**config.mk**
```make
export PLATFORM = sky130hd
export DESIGN_NAME = crono_cuenta_regresiva
export DESIGN_NICKNAME = d
export VERILOG_FILES = /design/src/rtl/crono_cuenta_regresiva.sv
export SDC_FILE = /design/constraint.sdc
export NUM_CORES = 1
export LEC_CHECK = 0
export ABC_AREA = 1
export BUFFER_PORTS_ARGS = -buffer_cell sky130_fd_sc_hd__buf_2
export CAP_MARGIN = 20
export CORE_MARGIN = 2
export CORE_UTILIZATION = 45
export CTS_CLUSTER_DIAMETER = 100
export DETAILED_ROUTE_END_ITERATION = 16
export PLACE_DENSITY_LB_ADDON = 0.08
export SLEW_MARGIN = 20
export SYNTH_ARGS = -nofsm -noshare
export SYNTH_HDL_FRONTEND = slang
export SYNTH_SLANG_ARGS = --single-unit
export TNS_END_PERCENT = 30
```
**constraint.sdc**
```tcl
create_clock -name clk -period 2.4 [get_ports clk]
set_input_delay 0.36 -clock clk [delete_from_list [all_inputs] [get_ports clk]]
set_output_delay 0.36 -clock clk [all_outputs]
set_load 0.005 [all_outputs]
```
**src/rtl/crono_cuenta_regresiva.sv**
```systemverilog
// Chronometer countdown core: loads a clamped BCD preset and counts
// down once per second while enabled, flagging the 00:00:00 terminal.
module crono_cuenta_regresiva #(
    parameter int          TICKS_POR_SEG = 100000000,
    parameter logic [7:0]  HORAS_MAX     = 8'h23
) (
    input  logic       clk,
    input  logic       Reset,
    input  logic       ProgramarCrono,
    input  logic       CronoActivo,
    input  logic [7:0] horasIn,
    input  logic [7:0] minutosIn,
    input  logic [7:0] segundosIn,
    output logic [7:0] horasCnt,
    output logic [7:0] minutosCnt,
    output logic [7:0] segundosCnt,
    output logic       FinalizoCrono,
    output logic       tick_seg
);

    localparam int PW = (TICKS_POR_SEG > 1) ? $clog2(TICKS_POR_SEG) : 1;
    localparam logic [PW-1:0] PRE_MAX = PW'(TICKS_POR_SEG - 1);

    typedef enum logic [1:0] {
        CARGA,
        ESPERA,
        CORRIENDO,
        FINALIZADO
    } estado_t;

    estado_t       estado;
    logic [PW-1:0] prescaler;

    logic [7:0] h_next;
    logic [7:0] m_next;
    logic [7:0] s_next;
    logic       cuenta_cero;
    logic       next_cero;

    // Illegal BCD digits or out-of-range values saturate to the field maximum
    function automatic logic [7:0] clamp(input logic [7:0] v,
                                         input logic [7:0] vmax);
        if (v[7:4] > 4'd9 || v[3:0] > 4'd9 || v > vmax)
            return vmax;
        return v;
    endfunction

    function automatic logic [7:0] dec_bcd(input logic [7:0] v,
                                           input logic [7:0] wrap);
        if (v == 8'h00)
            return wrap;
        if (v[3:0] != 4'd0)
            return {v[7:4], v[3:0] - 4'd1};
        return {v[7:4] - 4'd1, 4'd9};
    endfunction

    always_comb begin
        s_next = dec_bcd(segundosCnt, 8'h59);
        m_next = minutosCnt;
        h_next = horasCnt;
        if (segundosCnt == 8'h00)
            m_next = dec_bcd(minutosCnt, 8'h59);
        if (segundosCnt == 8'h00 && minutosCnt == 8'h00)
            h_next = dec_bcd(horasCnt, 8'h00);
    end

    assign cuenta_cero = {horasCnt, minutosCnt, segundosCnt} == 24'h0;
    assign next_cero   = {h_next, m_next, s_next} == 24'h0;

    always_ff @(posedge clk or posedge Reset) begin
        if (Reset) begin
            estado        <= ESPERA;
            horasCnt      <= 8'h00;
            minutosCnt    <= 8'h00;
            segundosCnt   <= 8'h00;
            prescaler     <= '0;
            FinalizoCrono <= 1'b0;
            tick_seg      <= 1'b0;
        end else begin
            tick_seg <= 1'b0;
            if (ProgramarCrono) begin
                estado        <= CARGA;
                horasCnt      <= clamp(horasIn, HORAS_MAX);
                minutosCnt    <= clamp(minutosIn, 8'h59);
                segundosCnt   <= clamp(segundosIn, 8'h59);
                prescaler     <= '0;
                FinalizoCrono <= 1'b0;
            end else begin
                case (estado)
                    CARGA: begin
                        estado <= ESPERA;
                    end
                    ESPERA: begin
                        if (CronoActivo) begin
                            if (cuenta_cero) begin
                                estado        <= FINALIZADO;
                                FinalizoCrono <= 1'b1;
                                prescaler     <= '0;
                            end else begin
                                estado <= CORRIENDO;
                            end
                        end
                    end
                    CORRIENDO: begin
                        // A pausing edge still advances, so no fraction is lost
                        if (prescaler == PRE_MAX) begin
                            prescaler   <= '0;
                            tick_seg    <= 1'b1;
                            horasCnt    <= h_next;
                            minutosCnt  <= m_next;
                            segundosCnt <= s_next;
                            if (next_cero) begin
                                estado        <= FINALIZADO;
                                FinalizoCrono <= 1'b1;
                            end else if (!CronoActivo) begin
                                estado <= ESPERA;
                            end
                        end else begin
                            prescaler <= prescaler + 1'b1;
                            if (!CronoActivo)
                                estado <= ESPERA;
                        end
                    end
                    FINALIZADO: begin
                        prescaler     <= '0;
                        FinalizoCrono <= 1'b1;
                    end
                    default: begin
                        estado <= ESPERA;
                    end
                endcase
            end
        end
    end

endmodule
```
* Word-level counts from Yosys, hierarchy flattened *
Index checks and enable logic that the tools add are counted.

storage, ports and cells
  register bits = 55
  input port bits = 28
  output and inout bits = 26
  word-level logic and storage cells = 124

cells by class
  add/sub/neg operators = 7
  $lt $le $gt $ge = 9
  eq/ne operators = 8
  multiplexer cells = 69
  reduce and logical (&&, ||, !) cells = 24

operators by type and width
  operator               number
  $mux 8                 29
  $mux 27                4
  $pmux 27 s3            1
  $logic_not 24->1       2
  $mux 1                 28
  $add 27x1->27 const B  1
  $eq 27x27->1 const B   1
  $gt 4x4->1 const B     6
  $logic_not 8->1        3
  $sub 4x1->4 const B    6
  $reduce_bool 4->1      5
  $gt 8x7->1 const B     2
  $ne 3x3->1 const B     4
  $mux 2                 5
  $gt 8x6->1 const B     1
  $logic_or 1x1->1       6
  $pmux 2 s3             1
  $reduce_and 5->1       1
  $eq 2x2->1 const B     2
  $reduce_and 2->1       2
  $reduce_bool 2->1      2
  $pmux 1 s3             1
  $reduce_and 3->1       1
  $eq 2x1->1 const B     1
  other kinds (2)        2

* Longest topological paths before layout *
  depth after elaboration = 13
  mapped depth = 18
  mapped depth without buffers = 18

* Worst setup path before layout *
No wires, ideal clock.

  path type = register to register
  start = reg estado[0]
  end = reg prescaler[0]
  library setup time = 0.126 ns
  arrival time = 2.010 ns
  data required time = 2.274 ns
  setup slack = 0.263 ns
  cell stages (with the launch flop) = 14
  buffers on the path = 2
  clock period less this slack = 2.137 ns
  path through = dfstp_2 > inv_1 > ha_1 > inv_1 > nand3_1 > or2_2 > nand2_1 > inv_1 > nand2_4 > inv_2 > buf_6 > buf_2 > nand3_1 > o21ai_0

between the ends
  word-level cells in the longest chain between the ends = 3
  elaborated cells on any way between the ends = 9
  those cells by class = eq/ne (5); mux (2); reduce/logical (2)

ends and longest elaborated chain
  element                                                       RTL line  text
  start, declared                                               31        estado_t estado;
  start signal, assigned                                        72        estado <= ESPERA;
  start signal, assigned                                        82        estado <= CARGA;
  start signal, assigned                                        91        estado <= ESPERA;
  $eq 2x1->1 or $eq 2x2->1 (tied branches)                      89        case (estado)
  $ne 3x3->1 (no source line) (tied with other cells)           --
  $reduce_and 3->1 (no source line) or $mux 27 (tied branches)  --
  end signal, assigned                                          119       prescaler <= prescaler + 1'b1;
  end, declared                                                 32        logic [PW-1:0] prescaler;

Several ways; a longest one is shown, not always the timed one.
A chain may end at the register's enable or synchronous reset.

* Worst setup path in the final report *
  start = reg estado[0]
  end = reg prescaler[18]

The elaborated chain is that of the path after synthesis.

==> flow_metrics.env <==
export IMPL_status="finished, final reports clean"
export IMPL_worst_path_most_repeated_cell="inv_1"
export IMPL_tritoncts="yes"
export IMPL_period_minus_slack_ns=2.25
export IMPL_rsz0062_at_grt="false"
export IMPL_r2r_end="prescaler[18]"
export IMPL_slowest_stage="dfstp_2"
export IMPL_dieHeight_um=100
export IMPL_endpoint_kind="flop"
export IMPL_fmax_mhz=445
export IMPL_clk_pin_slew_worst_paths_ns=0.11
export IMPL_final_cell_mix="nand2_1, inv_1, nor2_1"
export IMPL_slew_headroom_pct=63.7
export IMPL_synth_nets=640
export IMPL_antenna_found_initial=0
export IMPL_setup_violations=0
export IMPL_synth_seq_cells=55
export IMPL_detailedRoute_firstIterationViolations=164
export IMPL_setup_tns_ns=0
export IMPL_cap_violations=0
export IMPL_area_delta_synth_final_pct=15.2
export IMPL_p_total_w=0.00246
export IMPL_grt_pass1_wl_mm=19.4
export IMPL_max_clock_path_buffers=2
export IMPL_ys_seq_area_share_pct=32.9
export IMPL_reg2reg_from="estado[0]"
export IMPL_powerDensity_nw_per_um2=511
export IMPL_arrival_ns=2.50
export IMPL_htreeDepth=2
export IMPL_ff2ff_path_depth=13
export IMPL_critPathLaunchType="flop"
export IMPL_grt_pass1_vias=4073
export IMPL_tightestPinTransition_ns=0.539
export IMPL_required_ns=2.65
export IMPL_die_width_um=100
export IMPL_hold_class="input pin to async pin"
export IMPL_final_max_slew_viol_count=0
export IMPL_critical_path_top_delay_family="flip-flops"
export IMPL_insertedDiodeCount=0
export IMPL_critPathKind="flop to flop"
export IMPL_drtPass1Iterations=4
export IMPL_final_common_cell="nand2_1"
export IMPL_ant_nets=0
export IMPL_clk_latency_ns=0.32
export IMPL_leakage_nw=2.28
export IMPL_grt_use_total_pct=23.9
export IMPL_cts_sinks=55
export IMPL_finClkSkew_ns=0.0199
export IMPL_die_area_um2=10100
export IMPL_yosys_warnings=0
export IMPL_fin_crit_sh_pct=93.7
export IMPL_crit_chain="inv_1 > ha_1 > inv_1 > nand3_1 > or2_2 > nand2_1 > inv_1 > nand2_4 > buf_12 > nor2_4 > buf_4 > a21oi_1 > o21a_1"
export IMPL_cts_root_buffer="clkbuf_8"
export IMPL_cts_made_buffers=5
export IMPL_portBuffers=53
export IMPL_core_rowCount=35
export IMPL_peakVddDrop_mv=0.324
export IMPL_gp_congestion=0.891
export IMPL_avgSynthCellArea_um2=6.99
export IMPL_ys_types=48
export IMPL_nets=708
export IMPL_start_util_pct=45.9
export IMPL_dpl_hpwl_mm=8.73
export IMPL_routedWlPerCell_um=14.5
export IMPL_ios=54
export IMPL_grt_start_max_net_pins=35
export IMPL_path_max_fanout=12
export IMPL_regToRegSetupSlack_ns=0.15
export IMPL_hold_violations=0
export IMPL_critPathMaxStageDelay_ns=0.58
export IMPL_holdBufCountCts=0
export IMPL_core_um2=9110
export IMPL_drive_gt1_share_pct=20.4
export IMPL_totalWireLength_mm=11.3
export IMPL_vias=4164
export IMPL_via_per_inst=5.35
export IMPL_syn_area_um2=4180
export IMPL_crit_buf_inv=5
export IMPL_route_detailed_drc=0
export IMPL_grt_overflow=0
export IMPL_syn_inst=598
[metal layers]
layer  global-route usage [%]  up-vias  share of wire (%)
li1                         -     2104                  -
met1                     28.7     1966                 43
met2                     44.9       80                 52
met3                     2.16       14                3.0
met4                     7.27        0                1.8
met5                        0        -                  0
[state kept, by name (all words and copies together), names as in the netlist]
| signal | flops |
|---|---|
| FinalizoCrono | 1 |
| minutosCnt | 8 |
| tick_seg | 1 |
| estado | 2 |
| segundosCnt | 8 |
| prescaler | 27 |
| horasCnt | 8 |
[worst reg2reg max path, cell delays in order (launching register included)]
cell     delay [ns]
dfstp_2        0.58
inv_1          0.07
ha_1           0.24
inv_1          0.08
nand3_1        0.09
or2_2          0.28
nand2_1        0.06
inv_1          0.06
nand2_4        0.08
buf_12         0.14
nor2_4         0.04
buf_4          0.18
a21oi_1        0.15
o21a_1         0.14
[kinds of logic after synthesis]
group | after synthesis | share of synthesized area [%]
AO/OA/AOI/OAI | 92 | 13.0
XOR/XNOR | 10 | 2.09
adder cells (fa/ha/maj) | 14 | 4.19
buffers and inverters | 96 | 9.21
flip-flops | 55 | 32.9
multiplexers | 1 | 0.239
AND/OR/NAND/NOR | 330 | 38.3
[worst max path at each step]
| stage | startpoint | to | slack [ns] | depth (start not counted) |
|---|---|---|---|---|
| 2_1_floorplan | estado[0] | prescaler[0] | 0.26 | 13 |
| 3_3_place_gp | segundosCnt[4] | estado[1] | 0.09 | 15 |
| 4_1_cts | segundosCnt[4] | estado[1] | 0.06 | 16 |
| 3_5_place_dp | segundosCnt[4] | estado[1] | 0.08 | 16 |
| 6_report | estado[0] | prescaler[18] | 0.15 | 13 |
| 5_1_grt | minutosCnt[0] | estado[1] | 0.0002 | 18 |
[synth_stat cells, drive strengths merged]
cell type  count  area (um^2)
nand2        152          607
inv           84          320
nor2          83          392
dfrtp         54         1350
nand3         46          265
o21ai         42          214
nor3          18          111
a21oi         15         75.1
ha            14          175
nand4         14         93.8
a31oi         10         62.6
xor2          10         87.6
buf            6         42.5
nor4           6         58.8
o211ai         6         45.0
or2            6         37.5
clkbuf         5         18.8
o21a           5         37.5
a211oi         3         22.5
a22oi          3         22.5
o221ai         3         26.3
nand3b         2         15.0
nor3b          2         15.0
o41ai          2         17.5
and3           1         6.26
clkinv         1         3.75
dfstp          1         26.3
mux2i          1         10.0
o22ai          1         6.26
o31ai          1         7.51
o32ai          1         8.76
[per-stage QoR]
stage | setup WS [ns] | cell area, um^2 | cells | utilization [%] | hold slack, ns
3_5_place_dp | 0.0824 | 4680 | 767 | 51.4 | 0.446
2_1_floorplan | 0.263 | 4180 | 598 | - | 0.465
6_report | 0.152 | 4820 | 778 | 52.9 | 0.0776
3_3_place_gp | 0.0886 | 4680 | 767 | 51.4 | 0.441
5_1_grt | 0.000242 | 4820 | 778 | 52.9 | 0.138
4_1_cts | 0.0566 | 4760 | 775 | 52.3 | 0.0991
[area by class of cell]
cell class              instances  area [um^2]
repair buffers                 72          445
inverters                      85          324
fillers                       935         4290
clock inverters                 1         5.00
well taps                     111          139
clock buffers                   7         76.3
flip-flops and latches         55         1380
multi-input cells             447         2450
[power breakdown]
group / switching, W / total (W) / leakage [nW] / internal (W)
Clock: 0.000318 / 0.000525 / 0.0422 / 0.000207
Combinational: 0.000549 / 0.000885 / 1.52 / 0.000336
Sequential: 0.0000679 / 0.00105 / 0.717 / 0.000985
Total: 0.000935 / 0.00246 / 2.28 / 0.00153
[what timing repair did]
item / 4_1_cts / 5_1_grt
resized for setup: 0 / 14
buffers inserted: 0 / 3
setup endpoints to repair: 0 / 8
Power figures use the tool's default switching activity.
